<file path="src/rtl/dct_quant_row_if.sv">
// Row-level bus between the DCT unit and the quantizer, and from the quantizer
// to the zigzag/entropy stage.
interface dct_quant_row_if;
  localparam int unsigned NLANE = 16;
  localparam int unsigned CW    = 12;
  localparam int unsigned QW    = 8;

  logic                   in_valid;
  logic [NLANE*CW-1:0]    coef_in;
  logic [1:0]             q_level;
  logic                   out_valid;
  logic [NLANE*QW-1:0]    q_out;
  logic [3:0]             out_row;
  logic                   out_sob;
  logic                   out_eob;
  logic [NLANE-1:0]       sat_flag;
  logic [7:0]             blk_cnt;

  modport master (
    output in_valid, coef_in, q_level,
    input  out_valid, q_out, out_row, out_sob, out_eob, sat_flag, blk_cnt
  );

  modport slave (
    input  in_valid, coef_in, q_level,
    output out_valid, q_out, out_row, out_sob, out_eob, sat_flag, blk_cnt
  );
endinterface

</file>
<file path="src/rtl/dct_quant_row.sv">
// Row quantizer behind the 2-D DCT: position-dependent power-of-two step,
// round-half-away-from-zero, saturation to +/-127, block framing.
// Two register stages, one row per cycle, no back-pressure.
module dct_quant_row (
  input logic           clk,
  input logic           rstn,  // active-high synchronous reset
  dct_quant_row_if.slave bus
);
  // Geometry is fixed by the 16x16 DCT block size.
  localparam int unsigned NLANE = 16;
  localparam int unsigned CW    = 12;
  localparam int unsigned QW    = 8;

  localparam logic [CW-1:0] OneC   = CW'(1);
  localparam logic [QW-1:0] OneQ   = QW'(1);
  localparam logic [CW:0]   SatMax = (CW+1)'((1 << (QW - 1)) - 1);

  // Input-side block state
  logic [3:0]          row_q;
  logic [1:0]          lvl_q;
  logic [1:0]          lvl_eff;

  // Stage 1
  logic                v1_q;
  logic [3:0]          r1_q;
  logic [CW-1:0]       m1_q [NLANE];
  logic [CW-1:0]       m1_d [NLANE];
  logic [3:0]          s1_q [NLANE];
  logic [3:0]          s1_d [NLANE];
  logic [NLANE-1:0]    neg1_q, neg1_d;

  // Stage 2 / outputs
  logic                out_valid_q, sob_q, eob_q;
  logic [NLANE*QW-1:0] q_q, q_d;
  logic [3:0]          row_out_q;
  logic [NLANE-1:0]    sat_q, sat_d;
  logic [7:0]          blk_q;
  logic [CW:0]         t, u;

  // Magnitude, sign and shift per lane; row 0 uses the level seen this cycle.
  always_comb begin
    lvl_eff = (row_q == 4'd0) ? bus.q_level : lvl_q;
    neg1_d  = '0;
    for (int c = 0; c < NLANE; c++) begin
      neg1_d[c] = bus.coef_in[CW*c + CW - 1];
      // 12-bit unsigned magnitude: -2048 maps to 12'h800 without overflow
      m1_d[c]   = neg1_d[c] ? (~bus.coef_in[CW*c +: CW] + OneC) : bus.coef_in[CW*c +: CW];
      s1_d[c]   = {2'b00, lvl_eff} + 4'(({1'b0, row_q} + 5'(c)) >> 2);
    end
  end

  // Row counter, level latch and stage-1 registers.
  always_ff @(posedge clk) begin
    if (rstn) begin
      row_q  <= '0;
      lvl_q  <= '0;
      v1_q   <= 1'b0;
      r1_q   <= '0;
      neg1_q <= '0;
      for (int c = 0; c < NLANE; c++) begin
        m1_q[c] <= '0;
        s1_q[c] <= '0;
      end
    end else begin
      v1_q <= bus.in_valid;
      if (bus.in_valid) begin
        row_q  <= row_q + 4'd1;
        lvl_q  <= lvl_eff;  // only changes on row 0; rows 1..15 recirculate
        r1_q   <= row_q;
        neg1_q <= neg1_d;
        m1_q   <= m1_d;
        s1_q   <= s1_d;
      end
    end
  end

  // Round, shift, saturate and restore sign per lane.
  always_comb begin
    q_d   = '0;
    sat_d = '0;
    t     = '0;
    u     = '0;
    for (int c = 0; c < NLANE; c++) begin
      t = {1'b0, m1_q[c]} + ((s1_q[c] != 4'd0) ? ((CW+1)'(1) << (s1_q[c] - 4'd1)) : '0);
      u = t >> s1_q[c];
      if (u > SatMax) begin
        u        = SatMax;
        sat_d[c] = 1'b1;
      end
      q_d[QW*c +: QW] = neg1_q[c] ? (~u[QW-1:0] + OneQ) : u[QW-1:0];
    end
  end

  // Output register; data fields hold while idle, framing pulses only with valid.
  always_ff @(posedge clk) begin
    if (rstn) begin
      out_valid_q <= 1'b0;
      sob_q       <= 1'b0;
      eob_q       <= 1'b0;
      q_q         <= '0;
      row_out_q   <= '0;
      sat_q       <= '0;
      blk_q       <= '0;
    end else begin
      out_valid_q <= v1_q;
      sob_q       <= v1_q && (r1_q == 4'd0);
      eob_q       <= v1_q && (r1_q == 4'd15);
      if (v1_q) begin
        q_q       <= q_d;
        row_out_q <= r1_q;
        sat_q     <= sat_d;
        if (r1_q == 4'd15) blk_q <= blk_q + 8'd1;
      end
    end
  end

  assign bus.out_valid = out_valid_q;
  assign bus.out_sob   = sob_q;
  assign bus.out_eob   = eob_q;
  assign bus.q_out     = q_q;
  assign bus.out_row   = row_out_q;
  assign bus.sat_flag  = sat_q;
  assign bus.blk_cnt   = blk_q;
endmodule

</file>
<file path="src/flat_wrapper.sv">
// flat-port wrapper written by rule: the top's interface ports become plain ports
module dct_quant_row_flat 
  (clk, rstn, bus_in_valid, bus_coef_in, bus_q_level, bus_out_valid, bus_q_out, bus_out_row, bus_out_sob, bus_out_eob, bus_sat_flag, bus_blk_cnt);
  dct_quant_row_if bus_i ();
  input logic clk;
  input logic rstn;
  input wire logic [$bits(bus_i.in_valid)-1:0] bus_in_valid;
  input wire logic [$bits(bus_i.coef_in)-1:0] bus_coef_in;
  input wire logic [$bits(bus_i.q_level)-1:0] bus_q_level;
  output wire logic [$bits(bus_i.out_valid)-1:0] bus_out_valid;
  output wire logic [$bits(bus_i.q_out)-1:0] bus_q_out;
  output wire logic [$bits(bus_i.out_row)-1:0] bus_out_row;
  output wire logic [$bits(bus_i.out_sob)-1:0] bus_out_sob;
  output wire logic [$bits(bus_i.out_eob)-1:0] bus_out_eob;
  output wire logic [$bits(bus_i.sat_flag)-1:0] bus_sat_flag;
  output wire logic [$bits(bus_i.blk_cnt)-1:0] bus_blk_cnt;
  assign bus_i.in_valid = bus_in_valid;
  assign bus_i.coef_in = bus_coef_in;
  assign bus_i.q_level = bus_q_level;
  assign bus_out_valid = bus_i.out_valid;
  assign bus_q_out = bus_i.q_out;
  assign bus_out_row = bus_i.out_row;
  assign bus_out_sob = bus_i.out_sob;
  assign bus_out_eob = bus_i.out_eob;
  assign bus_sat_flag = bus_i.sat_flag;
  assign bus_blk_cnt = bus_i.blk_cnt;
  dct_quant_row u_core (.clk(clk), .rstn(rstn), .bus(bus_i));
endmodule
</file>
<file path="config.mk">
export PLATFORM = sky130hd
export DESIGN_NAME = dct_quant_row_flat
export DESIGN_NICKNAME = d
export VERILOG_FILES = /design/src/rtl/dct_quant_row_if.sv /design/src/rtl/dct_quant_row.sv /design/src/flat_wrapper.sv
export SDC_FILE = /design/constraint.sdc
export NUM_CORES = 2
export LEC_CHECK = 0
export ABC_AREA = 1
export BUFFER_PORTS_ARGS = -buffer_cell sky130_fd_sc_hd__buf_4
export CAP_MARGIN = 30
export CELL_PAD_IN_SITES_DETAIL_PLACEMENT = 1
export CELL_PAD_IN_SITES_GLOBAL_PLACEMENT = 1
export CORE_UTILIZATION = 39
export DETAILED_ROUTE_END_ITERATION = 6
export PLACE_DENSITY = 0.85
export SKIP_LAST_GASP = 1
export SLEW_MARGIN = 20
export SYNTH_ARGS = -nofsm -noshare
export SYNTH_HDL_FRONTEND = slang
export SYNTH_SLANG_ARGS = --single-unit
export TNS_END_PERCENT = 50
</file>
<file path="constraint.sdc">
create_clock -name clk -period 4 [get_ports clk]
set_input_delay 0.8 -clock clk [delete_from_list [all_inputs] [get_ports clk]]
set_output_delay 0.8 -clock clk [all_outputs]
set_load 0.03 [all_outputs]
</file>
## Yosys cells after proc, flatten, opt, wreduce, memory -nomap -nowiden

Cells that the tools add are included.

| word-level totals | value |
|---|---|
| logic and storage cells | 324 |
| output and inout bits | 159 |
| input port bits | 197 |
| flip-flop bits (word level) | 442 |

| operators by class | value |
|---|---|
| multiplexer cells | 81 |
| bitwise logic cells | 32 |
| shift operators | 32 |
| equal/unequal tests | 1 |
| $lt $le $gt $ge | 16 |
| reduce and logical (&&, ||, !) cells | 21 |
| $add $sub $neg | 97 |

Operator list:

| operator | number |
|---|---|
| $mux W8 | 32 |
| $add A12 B13 Y13 | 16 |
| $gt A13 B7 Y1 const B | 16 |
| $mux W13 | 16 |
| $shl A1 B4 Y13 const A | 16 |
| $shr A13 B4 Y13 | 16 |
| $add A12 B1 Y12 const B | 16 |
| $mux W12 | 16 |
| $not A12 Y12 | 16 |
| $add A8 B1 Y8 const B | 17 |
| $not A8 Y8 | 16 |
| $reduce_bool A4 Y1 | 16 |
| $sub A4 B1 Y4 const B | 16 |
| $add A2 B3 Y4 | 15 |
| $add A4 B4 Y5 const B | 8 |
| $add A4 B3 Y5 const B | 4 |
| $mux W1 | 16 |
| $add A4 B2 Y5 const B | 2 |
| $logic_not A4 Y1 | 2 |
| $add A4 B1 Y5 const B | 1 |
| $add A4 B1 Y4 const B | 1 |
| $eq A4 B4 Y1 const B | 1 |
| $add A2 B2 Y3 | 1 |
| $logic_and A1 B1 Y1 | 2 |
| 2 further kinds | 2 |

## Depth between registers and ports, before layout

| logic depth | value |
|---|---|
| depth in word-level cells | 10 |
| gate-level depth with buffers | 37 |
| depth with buffers taken out | 35 |

## Worst setup path after synthesis

No wires, ideal clock.

| path | value |
|---|---|
| kind | register -> register |
| from | register u_core.s1_q[15] in the netlist's numbering |
| to | register u_core.q_q[98] (netlist: u_core.bus.q_out[98]) |
| library setup time | 116 ps |
| period minus slack after synthesis | 3735 ps |
| path slack | 265 ps |
| path buffers | 1 |
| required time | 3884 ps |
| arrival | 3619 ps |
| cell stages (with the launch flop) | 30 |
| path through | dfxtp_1 clkbuf_1 nor2_1 inv_1 nor2_1 ha_1 inv_1 fa_1 inv_1 nand3_1 nand2_1 nand2_1 nand2_1 nand2_1 nand2_1 inv_1 o21ai_0 nand4_1 nand2_1 nor2_4 nand2_1 inv_1 nand2_1 inv_1 ha_1 or2_2 a21oi_1 o21ai_0 o211ai_1 inv_1 |

| between the ends | value |
|---|---|
| longest elaborated chain between the ends | 10 |
| elaborated cells between the ends (all ways) | 11 |
| classes of those cells | add/sub (3); order compare (1); shift (2); mux (3); bitwise (1); reduce/logical (1) |

Ends and longest elaborated chain:

| element | line | source |
|---|---|---|
| start, declared | dct_quant_row.sv:28 | `logic [3:0] s1_q [NLANE];` |
| start signal, assigned by index | dct_quant_row.sv:62 | `s1_q[c] <= '0;` |
| start signal, assigned | dct_quant_row.sv:72 | `s1_q <= s1_d;` |
| $sub A4 B1 Y4 | dct_quant_row.sv:84 | `t = {1'b0, m1_q[c]} + ((s1_q[c] != 4'd0) ? ((CW+1)'(1) << (s1_q[c] - 4'd1)) : '0);` |
| $shl A1 B4 Y13 | dct_quant_row.sv:84 |  |
| $mux W13 | dct_quant_row.sv:84 |  |
| $add A12 B13 Y13 | dct_quant_row.sv:84 |  |
| $shr A13 B4 Y13 (*) | dct_quant_row.sv:85 | `u = t >> s1_q[c];` |
| $gt A13 B7 Y1 | dct_quant_row.sv:86 | `if (u > SatMax) begin` |
| $mux W8 (*) | dct_quant_row.sv:86 |  |
| $not A8 Y8 | dct_quant_row.sv:90 | `q_d[QW*c +: QW] = neg1_q[c] ? (~u[QW-1:0] + OneQ) : u[QW-1:0];` |
| $add A8 B1 Y8 | dct_quant_row.sv:90 |  |
| $mux W8 (*) | dct_quant_row.sv:90 |  |
| end signal, assigned | dct_quant_row.sv:109 | `q_q <= q_d;` |
| end, declared | dct_quant_row.sv:34 | `logic [NLANE*QW-1:0] q_q, q_d;` |

Mark *: on every way between the ends. The rest lies on a longest branch, timed or not.
A chain may end at the register's enable or synchronous reset.

## Worst setup path in the final report

| path | value |
|---|---|
| from | register u_core.s1_q[55] in the netlist's numbering |
| to | register u_core.q_q[22] (netlist: u_core.bus.q_out[22]) |

Same word-level chain as after synthesis.

==> impl_metrics.yaml <==
worst_setup_path:
  r2r-start: "u_core.s1_q[55]$_SDFFE_PP0P_"
  critPathKind: "flop to flop"
  reg2reg_to: "u_core.bus.q_out[22]$_SDFFE_PP0P_"
  worstSetupEndpoint: "u_core.bus.q_out[22]$_SDFFE_PP0P_"
  crit_path_start_kind: "flop"
  cp_max_fo: 9
  rrSetupSlack_ns: 0.17
  critical_path_buf_inv_count: 3
  crit_path_end_kind: "flop"
  cp_top_family: "simple AND/OR/NAND/NOR gates"
  arrival_ns: 4.40
  worstSetupStartpoint: "u_core.s1_q[55]$_SDFFE_PP0P_"
  r2r_cells: 22
  cpMostUsedCell: "nand2_1"
  cp.depth: 22
  cp_cell_sequence: "clkinv_1, nor3_1, ha_1, nand2_1, inv_1, a21oi_1, nand4_1, nand3_1, nand3_1, nand4_1, nand2_1, nor2_4, nand2_2, a31oi_4, ha_2, nand2_1, nor2_2, nand2_1, nand3_1, nand3_1, nand2_1, inv_1"
  max_stage_delay_ns: 0.46
  crit_slowest_cell: "dfxtp_2"
  critPathRequiredTime_ns: 4.57
yosys:
  yosysUniqueCellTypes: 57
  yosys.area.top_type_share: 0.203
  synth_xor_xnor_area_share: 0.0488
  synth_area_leaders: "dfxtp_1 (20%), nand2_1 (18%), nand3_1 (9.4%)"
  synth_edf_count: 0
  synth_cells: 7288
  synth_fa_ha_area_frac: 0.0915
  synth_compound_area_frac: 0.145
  ys_ff_latch: 433
  syn_avg_cell_area_um2: 5.86
  synth-simple-area-share: 0.402
  async_flop_share: 0
  synth_ff_type: "dfxtp_1"
  yosys.area.top_type: "dfxtp_1"
  synth_top_family_by_area: "simple AND/OR/NAND/NOR gates"
  yosysSeqAreaShare: 0.203
  synth_area_um2: 42700
  muxShareOfSynthArea: 0
  yosys_warnings: 0
sta:
  relSlewSlack: 0.330
  whs_ns: 0.428
  min_period_ns: 3.83
  finalHoldViolations: 0
  finalSetupViolCount: 0
  period_share: 0.958
  maxSlewViolCount: 0
  finalClockSkew_ns: 0.0240
  rsz0062_at_grt: "yes"
  tightest_slew_ns: 0.996
  max_freq_mhz: 261
die:
  die_area_um2: 111000
  dieWidth_um: 333
  die_h_um: 333
  fp.coreArea_um2: 108000
  rows: 120
  pin_count: 356
  start_util: 0.396
route:
  via_per_inst: 5.47
  vias: 50000
  wl_um: 168000
  wl_per_cell_um: 18.3
  drc: 0
  drt_iter0_drc: 2600
  ant_nets: 0
  drtPass1Iterations: 5
final_layout:
  multiInputGateArea_um2: 30600
  fill_cells: 14900
  fin_util: 0.477
  stdcell_area_um2: 51400
  drive_gt1_frac: 0.165
  fin_nets: 8182
  layout_common_cells: "nand2_1 (2003), inv_1 (884), nand3_1 (751)"
  instances_no_fill: 9141
  layout.area.seq_um2: 8730
  layout_commonest_cell: "nand2_1"
  area_delta_synth_final_pct: 20.5
power_and_ir_drop:
  ir_worst_vdd_mv: 0.316
  power_density_nw_per_um2: 364
  leakagePower_nw: 25.9
status:
  status: "finished clean"
clocking:
  insertion_delay_ns: 0.68
  cts_tree: "yes"
  h-tree-depth: 2
  cts-buffers-inserted: 57
  cts-root-buf: "clkbuf_16"
  cts.sink_count: 433
  clk_pin_slew_worst_paths_ns: 0.06
  cts_hold_buf: 0
  cts_max_path_buffers: 3
global_routing:
  grt_antenna_before_repair: 7
  grt_max_degree: 131
  grt_overflow: 0
  grt_pass1_wl_um: 264000
  grt_use_total: 0.287
  grt_pass1_vias: 50800
place:
  portBuffers: 355
  dp_hpwl_um: 128000
  dpl_cell_area_um2: 47600
  placed_cells: 8980
  gp_congestion: 0.954
hold_path:
  hold_path_class: "primary input to flop"
job:
  max-cap-violations: 0
-- sequential cells by signal, indices dropped and copies added, names as in the netlist --
signal,count
u_core.m1_q,192
u_core.s1_q,55
u_core.neg1_q,16
u_core.bus.out_eob,1
u_core.v1_q,1
u_core.bus.out_row,4
u_core.row_q,4
u_core.bus.out_valid,1
u_core.r1_q,4
u_core.lvl_q,2
u_core.bus.blk_cnt,8
u_core.bus.out_sob,1
u_core.bus.q_out,128
u_core.bus.sat_flag,16
-- synth_stat cells (49+ instances only) --
cell type  instances
xor2_1           131
o21ai_0          454
a21oi_1          411
nand3_2           49
xnor2_1          107
inv_1            923
nand2_2           51
dfxtp_1          433
nand4_1           83
nand2_1         2039
clkbuf_1         200
o211ai_1          52
nand3_1          801
ha_1             261
nor2_1           742
nor3_1           125
-- worst min-delay path by stage --
stage,from,end,slack [ns],cells after the start
2_1_floorplan,u_core.r1_q[2]$_SDFFE_PP0P_,u_core.bus.out_sob$_SDFF_PP0_,0.41,1
3_3_place_gp,u_core.r1_q[2]$_SDFFE_PP0P_,u_core.bus.out_sob$_SDFF_PP0_,0.43,1
4_1_cts,bus_coef_in[94],u_core.m1_q[107]$_SDFFE_PP0P_,0.38,3
3_5_place_dp,u_core.r1_q[2]$_SDFFE_PP0P_,u_core.bus.out_sob$_SDFF_PP0_,0.44,1
6_report,bus_coef_in[94],u_core.m1_q[107]$_SDFFE_PP0P_,0.43,3
5_1_grt,bus_coef_in[94],u_core.m1_q[107]$_SDFFE_PP0P_,0.42,3
-- logic make-up (layout without fill, tap and decap cells) --
family / Yosys count / after routing
adder cells (fa/ha/maj): 293 / 293
flip-flops: 433 / 433
other: 1 / 7
buffers and inverters: 1228 / 1672
XOR/XNOR: 238 / 238
AO/OA/AOI/OAI: 1103 / 1103
AND/OR/NAND/NOR: 3992 / 3992
-- tightest hold or removal path, cell delays in order --
cell and delay (ns):
buf_4 0.09, or4_1 0.11, a21oi_1 0.05
-- per-layer routing --
metal	up-vias	global-route usage	routed length, um
li1	24500	-	-
met1	24300	0.365	75200
met2	973	0.512	81700
met3	267	0.0288	6380
met4	8	0.0753	4420
met5	-	0	44
-- metrics by stage --
stage                     TNS [ns]  total power, mW  setup WS (ns)
after floorplan                  0             10.0          0.265
after global placement           0             12.3         0.0346
after detailed placement    -0.301             12.6         -0.136
after CTS                  -0.0897             18.3        -0.0272
after global routing        -0.946             19.8         -0.110
final                            0             18.7          0.166
-- power breakdown --
part           total (mW)  switching, mW  internal [mW]
logic                8.05           5.23           2.81
clock network        5.60           2.26           3.35
registers            5.04          0.361           4.68
-- area by class of cell --
class / count / share of cell area
Tap cell: 1403 / 0.0341
Antenna cell: 2 / 0.0000973
Inverter: 963 / 0.0708
Clock buffer: 80 / 0.0332
Timing Repair Buffer: 606 / 0.0919
Sequential cell: 433 / 0.170
Clock inverter: 23 / 0.00586
Multi-Input combinational cell: 5631 / 0.594
-- what timing repair did --
action	in CTS	in global routing
buffers inserted	0	56
setup endpoints to repair	8	82
pin swaps	0	75
gates resized for setup	13	415
No activity file was read; power rests on OpenSTA's default activity.
